[config.mk]
export PLATFORM = sky130hd
export DESIGN_NAME = aoi_sweep_controller
export DESIGN_NICKNAME = d
export VERILOG_FILES = /design/src/rtl/aoi_sweep_pkg.sv /design/src/rtl/aoi_golden_model.sv /design/src/rtl/aoi_sweep_controller.sv
export SDC_FILE = /design/constraint.sdc
export NUM_CORES = 1
export LEC_CHECK = 0
export CORE_AREA = 2 2 82 53
export DETAILED_ROUTE_END_ITERATION = 8
export DIE_AREA = 0 0 84 55
export PLACE_DENSITY_LB_ADDON = 0.2
export SLEW_MARGIN = 25
export SYNTH_ARGS = -nofsm -noshare
export SYNTH_HDL_FRONTEND = slang
export SYNTH_SLANG_ARGS = --single-unit
export TNS_END_PERCENT = 100
[constraint.sdc]
create_clock -name clk -period 2.9 [get_ports clk]
set_input_delay 0.58 -clock clk [delete_from_list [all_inputs] [get_ports clk]]
set_output_delay 0.58 -clock clk [all_outputs]
set_load 0.005 [all_outputs]
[src/rtl/aoi_sweep_pkg.sv]
// Shared types, constants and the AOI golden function for the sweep controller.
package aoi_sweep_pkg;

   // Sweep sequencer states
   typedef enum logic [2:0] {
      S_IDLE   = 3'd0,
      S_DRIVE  = 3'd1,
      S_SETTLE = 3'd2,
      S_CHECK  = 3'd3,
      S_DONE   = 3'd4
   } state_e;

   localparam int unsigned VEC_COUNT = 16;
   localparam int unsigned VEC_W     = $clog2(VEC_COUNT);
   localparam logic [3:0]  LAST_VEC  = 4'hF;

   // Expected {e,f,g} of the AOI gate for vector {a,b,c,d}
   function automatic logic [2:0] aoi_golden(input logic [3:0] v);
      logic ab;
      logic cd;
      ab = v[3] & v[2];
      cd = v[1] & v[0];
      return {ab, cd, ~(ab | cd)};
   endfunction

endpackage

[src/rtl/aoi_golden_model.sv]
// Combinational golden model of the four-input AOI gate.
module aoi_golden_model
   import aoi_sweep_pkg::*;
(
   input  logic [3:0] vec_i,
   output logic [2:0] efg_o
);

   assign efg_o = aoi_golden(vec_i);

endmodule

[src/rtl/aoi_sweep_controller.sv]
// Clocked sweep of all 16 AOI input vectors with golden-model checking.
module aoi_sweep_controller
   import aoi_sweep_pkg::*;
#(
   parameter int unsigned SETTLE_CYCLES = 2,
   parameter int unsigned SET_W         = 8
)
(
   input  logic       clk,
   input  logic       rst,
   input  logic       start,
   output logic       a,
   output logic       b,
   output logic       c,
   output logic       d,
   input  logic       e_in,
   input  logic       f_in,
   input  logic       g_in,
   output logic       busy,
   output logic       done,
   output logic       pass,
   output logic [4:0] err_count,
   output logic       fail_valid,
   output logic [3:0] fail_vec
);

   // Terminal value of the settle counter; unused when SETTLE_CYCLES is 0
   localparam logic [SET_W-1:0] SET_LAST =
      SET_W'((SETTLE_CYCLES > 0) ? (SETTLE_CYCLES - 1) : 0);

   state_e             state_q, state_d;
   logic [VEC_W-1:0]   vec_q, vec_d;
   logic [SET_W-1:0]   cnt_q, cnt_d;
   logic [3:0]         abcd_q, abcd_d;
   logic               busy_q, busy_d;
   logic               done_q, done_d;
   logic               pass_q, pass_d;
   logic [4:0]         err_q, err_d;
   logic               fv_q, fv_d;
   logic [3:0]         fvec_q, fvec_d;
   logic [2:0]         exp_efg;
   logic               mismatch;

   aoi_golden_model u_golden (
      .vec_i (vec_q),
      .efg_o (exp_efg)
   );

   assign mismatch = ({e_in, f_in, g_in} != exp_efg);

   // State register
   always_ff @(posedge clk) begin
      if (rst) begin
         state_q <= S_IDLE;
      end else begin
         state_q <= state_d;
      end
   end

   // Next-state, counters, result bookkeeping and registered output values
   always_comb begin
      state_d = state_q;
      vec_d   = vec_q;
      cnt_d   = cnt_q;
      err_d   = err_q;
      fv_d    = fv_q;
      fvec_d  = fvec_q;

      unique case (state_q)
         S_IDLE, S_DONE: begin
            if (start) begin
               state_d = S_DRIVE;
               vec_d   = '0;
               cnt_d   = '0;
               err_d   = '0;
               fv_d    = 1'b0;
               fvec_d  = '0;
            end
         end
         S_DRIVE: begin
            cnt_d   = '0;
            state_d = (SETTLE_CYCLES == 0) ? S_CHECK : S_SETTLE;
         end
         S_SETTLE: begin
            if (cnt_q == SET_LAST) begin
               state_d = S_CHECK;
            end else begin
               cnt_d = cnt_q + SET_W'(1);
            end
         end
         S_CHECK: begin
            if (mismatch) begin
               err_d = err_q + 5'd1;
               if (!fv_q) begin
                  fv_d   = 1'b1;
                  fvec_d = 4'(vec_q);
               end
            end
            if (4'(vec_q) == LAST_VEC) begin
               state_d = S_DONE;
            end else begin
               vec_d   = vec_q + VEC_W'(1);
               state_d = S_DRIVE;
            end
         end
         default: state_d = S_IDLE;
      endcase

      // Gate inputs load on entry to DRIVE and hold until the vector's CHECK ends
      unique case (state_d)
         S_DRIVE:           abcd_d = 4'(vec_d);
         S_SETTLE, S_CHECK: abcd_d = abcd_q;
         default:           abcd_d = 4'h0;
      endcase

      busy_d = (state_d == S_DRIVE) || (state_d == S_SETTLE) || (state_d == S_CHECK);
      done_d = (state_d == S_DONE);
      pass_d = done_d && (err_d == 5'd0);
   end

   // Datapath and output registers
   always_ff @(posedge clk) begin
      if (rst) begin
         vec_q  <= '0;
         cnt_q  <= '0;
         abcd_q <= '0;
         busy_q <= 1'b0;
         done_q <= 1'b0;
         pass_q <= 1'b0;
         err_q  <= '0;
         fv_q   <= 1'b0;
         fvec_q <= '0;
      end else begin
         vec_q  <= vec_d;
         cnt_q  <= cnt_d;
         abcd_q <= abcd_d;
         busy_q <= busy_d;
         done_q <= done_d;
         pass_q <= pass_d;
         err_q  <= err_d;
         fv_q   <= fv_d;
         fvec_q <= fvec_d;
      end
   end

   assign a          = abcd_q[3];
   assign b          = abcd_q[2];
   assign c          = abcd_q[1];
   assign d          = abcd_q[0];
   assign busy       = busy_q;
   assign done       = done_q;
   assign pass       = pass_q;
   assign err_count  = err_q;
   assign fail_valid = fv_q;
   assign fail_vec   = fvec_q;

endmodule

==> metrics.md <==
| Metric | Value |
|---|---|
| Register area share after synthesis | 41.8% |
| Max-cap violation count | 0 |
| Diode count | 0 |
| Number of synthesized flops with an enable pin | 0 |
| Die X | 84 um |
| Cell chain of the critical path | clkdlybuf4s50_1 > xor2_1 > a2111o_1 > and2_4 > a311o_1 > a2111oi_2 |
| Worst-Margin Slew | 0.586 ns |
| FMAX | 461 MHz |
| Std cell rows | 18 |
| Final Skew | 0.00721 ns |
| First-pass DRT Iterations | 4 |
| Period utilisation layout | 74.8% |
| Synth Net Count | 185 |
| Most frequent cells in the layout | 32 x dfxtp_1, 22 x nor2_1, 22 x clkdlybuf4s50_1 |
| Reg2Reg Setup Slack | 0.76 ns |
| Fill cell count | 376 |
| CTS tree | yes |
| Fin util | 48.6% |
| Number of CTS-inserted buffers | 5 |
| Synth area leader | dfxtp_1 |
| Die area | 4620 sq um |
| Post-Synthesis Cells | 174 |
| VDD IR max | 0.244 mV |
| Largest net degree at the start of global routing | 14 |
| Slowest stage delay, CP | 0.47 ns |
| CP max stage cell | a2111o_1 |
| Root Buffer | clkbuf_8 |
| Clk_lat worst skew | 0.28 ns |
| Share of cells above drive strength 1 | 9.00% |
| Core box area | 3900 sq um |
| Overall routed net length | 3.68 mm |
| Ys flop type | dfxtp_1 |
| Clock Path Buffers | 2 |
| Sum Neg Setup Slack | 0 ns |
| Post-cts sizing count | 0 |
| Worst reg2reg path depth | 6 |
| H-tree levels | 2 |
| Largest cells by area after synthesis | dfxtp_1 42%, nor2_1 5.4%, xor2_1 5.1% |
| Slew Limit Fails | 0 |
| Die H | 55 um |
| Yosys top cell area share | 41.8% |
| FF-to-FF End | pass |
| # IOs | 23 |
| Number of global-route vias before repair | 1,202 |
| P_leak | 0.696 nW |
| Final Hold Fails | 0 |
| Kind of critical path | input port to flop |
| Post-synth ARST share | 0% |
| Average cell area after synthesis | 8.82 sq um |
| Crit path to | pass |
| Yosys cell types | 44 |
| Setup Viol. Count Final | 0 |
| Hold Crit Depth | 2 |
| Routability cong. | 0.823 |
| Initial core utilization | 39.4% |
| CTS sink count | 32 |
| Min Tclk post-route | 2.17 ns |
| CTS clock-pin slew for the worst setup and hold paths | 0.07 ns |
| CP arrival | 2.36 ns |
| Fin nets | 210 |
| Status | complete, no violations |
| Post-DRT Antenna Nets | 0 |
| Routed via count | 1,357 |
| Area Growth Syn to Fin | 23.5% |
| Number of I/O port buffers | 22 |
| Setup bufs post-CTS | 0 |
| Via-per-instance ratio | 5.43 |
| Drt wl/cell | 14.7 um |
| Number of synthesized register bits | 32 |
| Area of the multi-input gates | 837 sq um |
| RSZ-0062 raised after global routing | no |
| Initial antenna violation count | 0 |
| Required time of the critical path | 3.09 ns |
| Synth warn | 0 |
| First-pass GRT wire length | 5.89 mm |
| Register Area | 641 sq um |
| Critical Path Fanout Max | 10 |
| Initial DRC Count | 112 |
| Post-DP HPWL | 2.74 mm |
| Worst Setup End Kind | flop |
| Hold Path Class | flop to flop |
| # hold bufs at CTS | 0 |
| Critical Path Start Type | input port |
| Most common library cell in the layout ignoring fill and taps | dfxtp_1 |
| Total track usage | 17.2% |
| Synth Cell Area | 1530 sq um |
| Slew headroom | 60.8% |
| Crit. Startpoint | f_in |
| PwrDens | 495 nW/um^2 |
| Gr ovfl total | 0 |
| Worst reg2reg startpoint | vec_q[0] |
| DRC errors left | 0 |
area by class of cell:
cell class	instances	area share (%)
Clock buffer	6	4.36
Clock inverter	2	0.528
Inverter	5	0.991
Multi-Input combinational cell	130	44.2
Sequential cell	32	33.8
Tap cell	50	3.30
Timing Repair Buffer	25	12.8
report_power, final:
group / internal [mW] / leakage (nW) / switching, mW
clock: 0.189 / 0.0510 / 0.166
sequential: 0.452 / 0.259 / 0.0151
combinational: 0.0462 / 0.386 / 0.0695
state kept, by name, indices dropped and copies added, names as in the netlist:
register    flops
err_count       5
fail_valid      1
cnt_q           8
done            1
abcd_q          4
busy            1
vec_q           4
pass            1
fail_vec        4
state_q         3
per-layer routing:
metal	wire length, um	share of wire, %	track usage, %
met2	1460	40	23.1
met1	1950	53	24.3
met3	229	6.2	7.27
met5	0	0	0
met4	38	1.0	6.45
worst min path at each step:
stage                     start           to  slack, ns
floorplan             abcd_q[0]    abcd_q[0]       0.47
global placement      abcd_q[0]    abcd_q[0]       0.46
detailed placement    abcd_q[3]    abcd_q[3]       0.46
CTS                 fail_vec[3]  fail_vec[3]       0.48
global route          abcd_q[0]    abcd_q[0]       0.50
finish              fail_vec[3]  fail_vec[3]       0.47
per-stage QoR:
step | total power, mW | worst slack, ns | instance area (sq um) | hold slack (ns) | instances
floorplan | 0.550 | 0.854 | 1530 | 0.466 | 174
global placement | 0.588 | 0.490 | 1800 | 0.461 | 242
detailed placement | 0.593 | 0.417 | 1800 | 0.463 | 242
CTS | 0.948 | 0.743 | 1890 | 0.478 | 250
global route | 0.987 | 0.630 | 1890 | 0.504 | 250
finish | 0.938 | 0.730 | 1890 | 0.475 | 250
cell usage after synthesis (4+ instances only):
cell	n
nor2_1	22
o2111ai_1	4
ha_1	5
inv_1	5
and3_1	5
a21oi_1	15
nand2b_1	4
nor3_1	4
o21ai_0	11
nand2_1	8
xor2_1	9
nand3_1	8
dfxtp_1	32
critical path: cells and delay by family:
kind            cells  cell delay (ns)
compound gates      3             0.98
xor+xnor            1             0.16
buf+inv             1             0.41
simple gates        1             0.22
kinds of logic after synthesis:
logic type / synth area share, %
and+or+nand+nor: 22.1
AOI/OAI and AO/OA: 21.3
DFF: 41.8
buffers and inverters: 3.67
xor gates and xnor gates: 5.71
adders and majority gates: 4.08
muxes: 1.39
Power figures use the tool's default switching activity.
==> patch: new RTL, same flow settings <==
Set the parameter `SET_W` to 7 (it was 8).
--- a/src/rtl/aoi_sweep_controller.sv
+++ b/src/rtl/aoi_sweep_controller.sv
@@ -3,7 +3,7 @@
    import aoi_sweep_pkg::*;
 #(
    parameter int unsigned SETTLE_CYCLES = 2,
-   parameter int unsigned SET_W         = 8
+   parameter int unsigned SET_W         = 7
 )
 (
    input  logic       clk,
Function: no difference found for any inputs over 10 cycles, from zero or initial values and one cycle with rst high; that may be too few to reach the edited logic, so the function may still have changed.
==> patch against the original RTL <==
  * Largest power group unchanged
  * Total power down 7.4%
  * Area after synthesis fell by 3.8%
  * Wire length shrank 5.4%
  * Critical path depth did not move
  * Clock power decreased by 9.6%
  * Setup slack got worse by 130 ps
  * Design area is 5.0% lower
  * Sequential cell count down 1
  * Via count is 5.6% lower
  * Die area unchanged
  * Largest cell class unchanged
  * Utilization down 2.4 points
  * Synthesized cell count shrank 2.9%
  * Sequential share of layout area grew 0.65 points
  * Critical endpoint unchanged
==> patch: results (changes against the original RTL) <==
Place:
- The placed cell count was 233 (-3.7%).
- The routability congestion estimate is 0.8004 (-2.7%).
- The total placed instance area is 1717 µm² (-4.7%).
- The worst slack at placement is 360.5 ps (-56.61 ps).

Timing:
- The worst relative slew slack is 0.5754 (-0.03289).
- The worst slack on hold paths was 455.4 ps (-19.30 ps).
- The fmax was 434.4 MHz (-5.7%).
- The setup skew after layout is 4.368 ps (-2.839 ps).

Routing:
- The overall routed net length is 3.484 mm (-5.4%).
- The via count is 1281 (-5.6%).

Global route:
- The number of global-route vias before repair is 1177 (-2.1%).
- The combined global-route utilization of all metal layers came to 0.1696 (-0.002682).
- The maximum number of pins on one net before global-route repair is 19 (+5).

Outcome:
- The run finished with clean final reports.

Yosys:
- The sequential cell area fraction in the yosys report is 0.4203 (+0.002721).
- Counting instances in the post-synthesis netlist gives the leading cell types as dfxtp_1, a21oi_1, nor2_1, nand2_1, o21ai_0.
- The post-synthesis net count came to 179 (-3.2%).
- After synthesis, the cell types taking the most area are dfxtp_1, a21oi_1, xor2_1, nor2_1, ha_1.
- The post-synthesis cell count came to 169 (-2.9%).

Pwr:
- The cell leakage power was 0.6496 nW (-6.7%).
- The worst voltage drop across the vdd grid was 216.1 µV (-11%).

Finish:
- The net count reported at finish was 200 (-4.8%).
- The ratio of cells with drive above 1 in the final layout came to 0.09948 (+0.009476).
- The number of flip-flops under the largest register name was 7 (-1).
- The number of filler cells placed in the layout is 383 (+1.9%).

Worst setup path:
- The arrival time of data at the critical path endpoint is 2490 ps (+130 ps).
- The worst-path maximum fanout is 8 (-2).

Min path:
- The worst hold path terminates at abcd_q[0]$_SDFFE_PP0N_.
- The startpoint of the most critical hold path is abcd_q[0]$_SDFFE_PP0N_.
-- patch: metal layers --
metal  global-route usage  vias to the layer above  wire [µm]
met5                    0                        -          0
met4              0.07258                        0         51
met3              0.06677                        5        239
met2               0.2507                       40       1421
met1               0.2232                      593       1772
li1                     -                      643          -
-- patch: worst reg2reg max path, stage by stage (launching register included) --
cell	delay, ps
dfxtp_1	430
ha_1	380
nor2_1	90
a31oi_1	460
a21oi_1	250
mux2_2	330
nor4_2	280
-- patch: area by class of cell --
class,count,share of cell area
Multi-Input combinational cell,124,0.4350
Sequential cell,31,0.3447
Timing Repair Buffer,24,0.1306
Clock buffer,5,0.03822
Tap cell,50,0.03475
Clock inverter,3,0.008339
Inverter,4,0.008339
-- patch: power by group --
part / internal [W] / switching [W] / total [W] / leakage [nW]
clock network: 0.000164 / 0.000158 / 0.000322 / 0.0477
registers: 0.000435 / 0.0000136 / 0.000449 / 0.251
logic: 0.0000415 / 0.0000566 / 0.0000980 / 0.351
total: 0.000641 / 0.000228 / 0.000869 / 0.650
-- patch: how the worst max path moves through the flow --
stage,start,endpoint
finish,vec_q[0]$_SDFF_PP0_,pass$_SDFF_PP0_
global route,vec_q[0]$_SDFF_PP0_,pass$_SDFF_PP0_
CTS,vec_q[0]$_SDFF_PP0_,pass$_SDFF_PP0_
detailed placement,f_in,pass$_SDFF_PP0_
global placement,f_in,pass$_SDFF_PP0_
floorplan,g_in,pass$_SDFF_PP0_
-- patch: logic make-up (layout without fill, tap and decap cells) --
family,Yosys count,in the layout,share of synthesized area
DFF,31,31,0.4203
buffers and inverters,14,36,0.04915
xor gates and xnor gates,8,8,0.04746
AOI/OAI and AO/OA,43,43,0.1864
adders and majority gates,4,4,0.03390
muxes,3,3,0.02119
and+or+nand+nor,66,66,0.2415
